`src/rtl/sharp_overlay_pkg.sv`:
```
// Shared display constants and the glyph placement record used by the
// sharp-symbol overlay and its glyph ROM.
package sharp_overlay_pkg;

   localparam int GLYPH_W      = 10;
   localparam int GLYPH_H      = 16;
   localparam int GLYPH_ADDR_W = 8;
   localparam int COORD_W      = 10;

   typedef struct packed {
      logic [COORD_W-1:0] x;
      logic [COORD_W-1:0] y;
      logic               vis;
   } glyph_slot_t;

endpackage

```
`src/rtl/glyph_hit.sv`:
```
// Combinational hit test of one pixel against one placed glyph, plus the
// glyph-local ROM address (row*10 + col) for that pixel.
module glyph_hit
   import sharp_overlay_pkg::*;
#(
   parameter int X_W = 10,
   parameter int Y_W = 10
) (
   input  logic [X_W-1:0]          slot_x,
   input  logic [Y_W-1:0]          slot_y,
   input  logic                    slot_vis,
   input  logic                    pix_valid,
   input  logic [X_W-1:0]          pix_x,
   input  logic [Y_W-1:0]          pix_y,
   output logic                    hit,
   output logic [GLYPH_ADDR_W-1:0] addr
);

   logic [X_W:0] x_end;
   logic [Y_W:0] y_end;
   logic [3:0]   col;
   logic [3:0]   row;

   // One extra bit so glyphs placed near the coordinate maximum do not wrap.
   assign x_end = {1'b0, slot_x} + (X_W+1)'(GLYPH_W);
   assign y_end = {1'b0, slot_y} + (Y_W+1)'(GLYPH_H);

   assign hit = slot_vis && pix_valid
             && (pix_x >= slot_x) && ({1'b0, pix_x} < x_end)
             && (pix_y >= slot_y) && ({1'b0, pix_y} < y_end);

   // Offsets are below 16 on a hit, so a 4-bit modular difference is exact.
   assign col = pix_x[3:0] - slot_x[3:0];
   assign row = pix_y[3:0] - slot_y[3:0];

   assign addr = {1'b0, row, 3'b000} + {3'b000, row, 1'b0} + {4'b0000, col};

endmodule

```
`src/rtl/sharp_overlay.sv`:
```
// Sprite placement for sharp glyphs: double-buffered slot table, per-pixel
// hit scan, ROM address issue and 2-cycle realignment of the ROM pixel.
module sharp_overlay
   import sharp_overlay_pkg::*;
#(
   parameter  int NUM_SLOTS = 4,
   parameter  int X_W       = 10,
   parameter  int Y_W       = 10,
   localparam int SLOT_W    = (NUM_SLOTS > 1) ? $clog2(NUM_SLOTS) : 1
) (
   input  logic                    clk,
   input  logic                    reset,
   input  logic                    wr_en,
   input  logic [SLOT_W-1:0]       wr_slot,
   input  logic [X_W-1:0]          wr_x,
   input  logic [Y_W-1:0]          wr_y,
   input  logic                    wr_vis,
   input  logic                    frame_start,
   input  logic                    pix_valid,
   input  logic [X_W-1:0]          pix_x,
   input  logic [Y_W-1:0]          pix_y,
   output logic [GLYPH_ADDR_W-1:0] rom_addr,
   input  logic                    rom_pixel,
   output logic                    overlay_on,
   output logic                    overlay_valid
);

   glyph_slot_t shadow_reg  [NUM_SLOTS];
   glyph_slot_t active_reg  [NUM_SLOTS];
   glyph_slot_t shadow_next [NUM_SLOTS];

   logic [NUM_SLOTS-1:0]    hit;
   logic [GLYPH_ADDR_W-1:0] slot_addr [NUM_SLOTS];
   logic                    any_hit;
   logic [GLYPH_ADDR_W-1:0] sel_addr;
   logic                    hit_d1_reg;
   logic                    valid_d1_reg;

   // Out-of-range slot indices match no slot, so such writes are dropped.
   always_comb begin
      for (int i = 0; i < NUM_SLOTS; i++) begin
         shadow_next[i] = shadow_reg[i];
         if (wr_en && wr_slot == SLOT_W'(i)) begin
            shadow_next[i].x   = COORD_W'(wr_x);
            shadow_next[i].y   = COORD_W'(wr_y);
            shadow_next[i].vis = wr_vis;
         end
      end
   end

   // Commit copies the post-write shadow so a same-cycle write is included.
   always_ff @(posedge clk) begin
      for (int i = 0; i < NUM_SLOTS; i++) begin
         if (reset) begin
            shadow_reg[i] <= '0;
            active_reg[i] <= '0;
         end else begin
            shadow_reg[i] <= shadow_next[i];
            if (frame_start) begin
               active_reg[i] <= shadow_next[i];
            end
         end
      end
   end

   for (genvar gi = 0; gi < NUM_SLOTS; gi++) begin : g_slot
      glyph_hit #(
         .X_W (X_W),
         .Y_W (Y_W)
      ) u_hit (
         .slot_x    (X_W'(active_reg[gi].x)),
         .slot_y    (Y_W'(active_reg[gi].y)),
         .slot_vis  (active_reg[gi].vis),
         .pix_valid (pix_valid),
         .pix_x     (pix_x),
         .pix_y     (pix_y),
         .hit       (hit[gi]),
         .addr      (slot_addr[gi])
      );
   end

   // Walk from the top slot down so the lowest hitting index is kept.
   always_comb begin
      any_hit  = 1'b0;
      sel_addr = '0;
      for (int i = NUM_SLOTS - 1; i >= 0; i--) begin
         if (hit[i]) begin
            any_hit  = 1'b1;
            sel_addr = slot_addr[i];
         end
      end
   end

   always_ff @(posedge clk) begin
      if (reset) begin
         rom_addr      <= '0;
         hit_d1_reg    <= 1'b0;
         valid_d1_reg  <= 1'b0;
         overlay_on    <= 1'b0;
         overlay_valid <= 1'b0;
      end else begin
         rom_addr      <= sel_addr;
         hit_d1_reg    <= any_hit;
         valid_d1_reg  <= pix_valid;
         overlay_on    <= rom_pixel & hit_d1_reg;
         overlay_valid <= valid_d1_reg;
      end
   end

endmodule

```
`config.mk`:
```
export PLATFORM = sky130hd
export DESIGN_NAME = sharp_overlay
export DESIGN_NICKNAME = d
export VERILOG_FILES = /design/src/rtl/sharp_overlay_pkg.sv /design/src/rtl/glyph_hit.sv /design/src/rtl/sharp_overlay.sv
export SDC_FILE = /design/constraint.sdc
export NUM_CORES = 1
export LEC_CHECK = 0
export ABC_CLOCK_PERIOD_IN_PS = 4500
export CORE_ASPECT_RATIO = 1.25
export CORE_MARGIN = 8
export CORE_UTILIZATION = 30
export CTS_CLUSTER_DIAMETER = 60
export DETAILED_ROUTE_END_ITERATION = 7
export GPL_ROUTABILITY_DRIVEN = 1
export PLACE_DENSITY = 0.49
export SETUP_SLACK_MARGIN = 0.2
export SYNTH_ARGS = -nofsm -noshare
export SYNTH_HDL_FRONTEND = slang
export SYNTH_SLANG_ARGS = --single-unit
```
`constraint.sdc`:
```
create_clock -name clk -period 4.5 [get_ports clk]
set_input_delay 0.45 -clock clk [delete_from_list [all_inputs] [get_ports clk]]
set_output_delay 0.45 -clock clk [all_outputs]
set_load 0.005 [all_outputs]
```
==> metrics.md <==
| Metric | Value |
|---|---|
| Setup_tns | `0 ns` |
| RSZ-0062 raised after global routing | `false` |
| Row count | `81` |
| Diode count | `0` |
| Crit path time final | `3.69 ns` |
| Worst EP required | `4.87 ns` |
| Total CTS buffers | `17` |
| CP Capture Type | `flop` |
| Clk_lat worst skew | `0.45 ns` |
| Routed vias | `8906` |
| Post-synthesis async set-or-reset flop share | `0%` |
| Final Skew | `0.0103 ns` |
| Mean Syn Cell Area | `9.42 sq um` |
| CP Launch Type | `flop` |
| Core box area | `0.0392 sq mm` |
| Antenna Violating Nets Remaining | `0` |
| Synthesized net count | `1509` |
| Largest net degree at the start of global routing | `85` |
| Die Wd | `194 um` |
| Top-level port count | `59` |
| Clk sinks | `180` |
| Routed WL | `32.5 mm` |
| First-pass GRT wire length | `51.1 mm` |
| Filler instances | `3926` |
| Run status | `finished, final reports clean` |
| Max Clk Rate | `271 MHz` |
| Layout overhead on the synthesized area | `15.5%` |
| Residual DRC count | `0` |
| Die Span Y | `239 um` |
| Clk slew on worst S/H paths | `0.07 ns` |
| # placed instances | `1799` |
| Maxcap violations | `0` |
| Vias in the first global route | `9077` |
| Tcrit/Tclk final | `82.0%` |
| Final instance count without filler cells | `1831` |
| Pleak | `0.00548 uW` |
| CTS resizes | `0` |
| Share of post-route cells with drive strength above 1 | `5.63%` |
| Gr ovfl total | `0` |
| GP Congestion | `0.822` |
| Headroom to the max-slew limit | `28.7%` |
| Drt wl/cell | `17.8 um` |
| GRT Util Overall | `14.1%` |
| Die area | `0.0465 sq mm` |
| Hold Buf Count CTS | `0` |
| Crit path DAT | `4.06 ns` |
| Clk buf depth | `2` |
| Initial DRC count | `397` |
| Final setup vio count | `0` |
| Initial Util | `30.5%` |
| Top_reg_cell synth | `dfxtp_1` |
| Initial antenna violation count | `1` |
| Total power | `4590 uW` |
| Synth cell types | `72` |
| Synthesized area | `0.0119 sq mm` |
| Worst Path Max Fanout | `4` |
| Slew @ Worst Pin | `1.07 ns` |
| Fin nets | `1561` |
| Setup CP Type | `flop to flop` |
| Pins Over Slew Limit | `0` |
| Worst hold path class | `flop to flop` |
| Final Hold Viols | `0` |
| Root Buffer | `clkbuf_16` |
| Yosys warns | `0` |
| Peak supply drop | `234 uV` |
| Post-CTS Setup Bufs | `0` |
| Number of enable flip-flop cells after synthesis | `84` |
| Vias per inst | `4.86` |
| H-tree depth | `4` |
| Synthesized flop and latch total | `180` |
| DRT Pass-1 Iters | `5` |
| I/O Buffers | `58` |
| TritonCTS clock tree | `yes` |
| Syn Inst Count | `1268` |
| PwrDens | `333 mW/mm^2` |
| DP Wirelength | `25.2 mm` |
| Seq/Total Area, Yosys | `37.2%` |
==> routing by layer <==
metal / part of all wire [%] / vias to the layer above / routed length [um] / global-route usage (%)
met5: 0 / - / 0 / 0
met4: 3.9 / 0 / 1260 / 7.18
met3: 2.7 / 50 / 879 / 2.11
met2: 46 / 132 / 15000 / 23.3
met1: 47 / 4180 / 15300 / 17.7
li1: - / 4544 / - / -
==> cell type report <==
type / count / area, sq um / share of cell area [%]
timing repair buffer: 71 / 693 / 5.02
clock buffer: 17 / 425 / 3.08
sequential: 180 / 4440 / 32.2
tap: 498 / 623 / 4.52
inverter: 116 / 435 / 3.16
multi-input combinational: 934 / 6930 / 50.2
clock inverter: 15 / 244 / 1.77
==> final timing paths <==
kind                startpoint       endpoint  slack, ns  cells past startpoint
max          active_reg[3][12]    rom_addr[7]       0.81                     14
min               valid_d1_reg  overlay_valid       0.44                      1
max reg2reg  active_reg[3][12]    rom_addr[7]       0.81                     14
min reg2reg       valid_d1_reg  overlay_valid       0.44                      1
==> metrics by stage <==
| step | setup WS [ns] | hold slack, ns | cell area (sq um) | util (%) |
|---|---|---|---|---|
| CTS | 0.832 | 0.445 | 13800 | 35.2 |
| detailed placement | 0.370 | 0.427 | 13100 | 33.5 |
| floorplan | 1.10 | 0.414 | 11900 | - |
| finish | 0.810 | 0.442 | 13800 | 35.2 |
| global placement | 0.426 | 0.424 | 13100 | 33.5 |
| global route | 0.645 | 0.465 | 13800 | 35.2 |
==> cell usage in the layout, fill, tap and decap left out, types with 4 or more instances in the layout <==
cell type / n
nand2_1: 186
ha_1: 176
a21oi_1: 118
inv_1: 110
dfxtp_1: 96
and2_1: 84
edfxtp_1: 84
clkdlybuf4s50_1: 56
xnor2_1: 50
o21ai_0: 33
nand3_1: 22
xor2_1: 21
nor2_1: 19
a21o_1: 18
o21a_1: 18
clkbuf_16: 17
nor3_1: 16
fa_1: 16
nor2b_1: 12
nor4_1: 12
buf_4: 11
a211oi_1: 10
nand4_1: 9
o2111ai_1: 8
o211ai_1: 7
or4_1: 6
mux2i_1: 6
inv_2: 5
or3_1: 5
and3_1: 5
a211o_1: 5
a31oi_1: 5
bufinv_16: 5
o21ai_1: 4
inv_6: 4
==> power breakdown <==
part           switching, uW  internal [uW]
clock network            706           1000
logic                    597            457
registers               51.2           1780
==> cell usage after synthesis (21+ instances only) <==
cell	number	area [sq um]
edfxtp_1	84	2520
o21ai_0	33	165
nand3_1	22	110
xnor2_1	50	438
xor2_1	21	184
inv_1	110	413
nand2_1	186	698
a21oi_1	118	591
dfxtp_1	96	1920
clkbuf_1	32	120
ha_1	176	2200
and2_1	84	526
==> worst max-delay path, stage by stage, from the launching register on <==
cell      delay, ns
edfxtp_1       0.57
inv_1          0.14
ha_1           0.33
a21o_1         0.20
a21oi_1        0.17
xnor2_1        0.16
fa_1           0.46
ha_1           0.30
a21o_1         0.11
a21oi_1        0.08
and2b_2        0.21
o21ai_0        0.05
or4_1          0.41
mux2_4         0.28
o221ai_2       0.14
==> kinds of logic after synthesis <==
family	Yosys count	share of synthesized area [%]
AO/OA/AOI/OAI	267	14.4
XOR/XNOR	71	5.21
adder cells (fa/ha/maj)	192	21.1
buffers and inverters	154	4.85
flip-flops	180	37.2
multiplexers	9	0.817
AND/OR/NAND/NOR	395	16.5
Note: power is estimated with default switching activity, not from simulation.
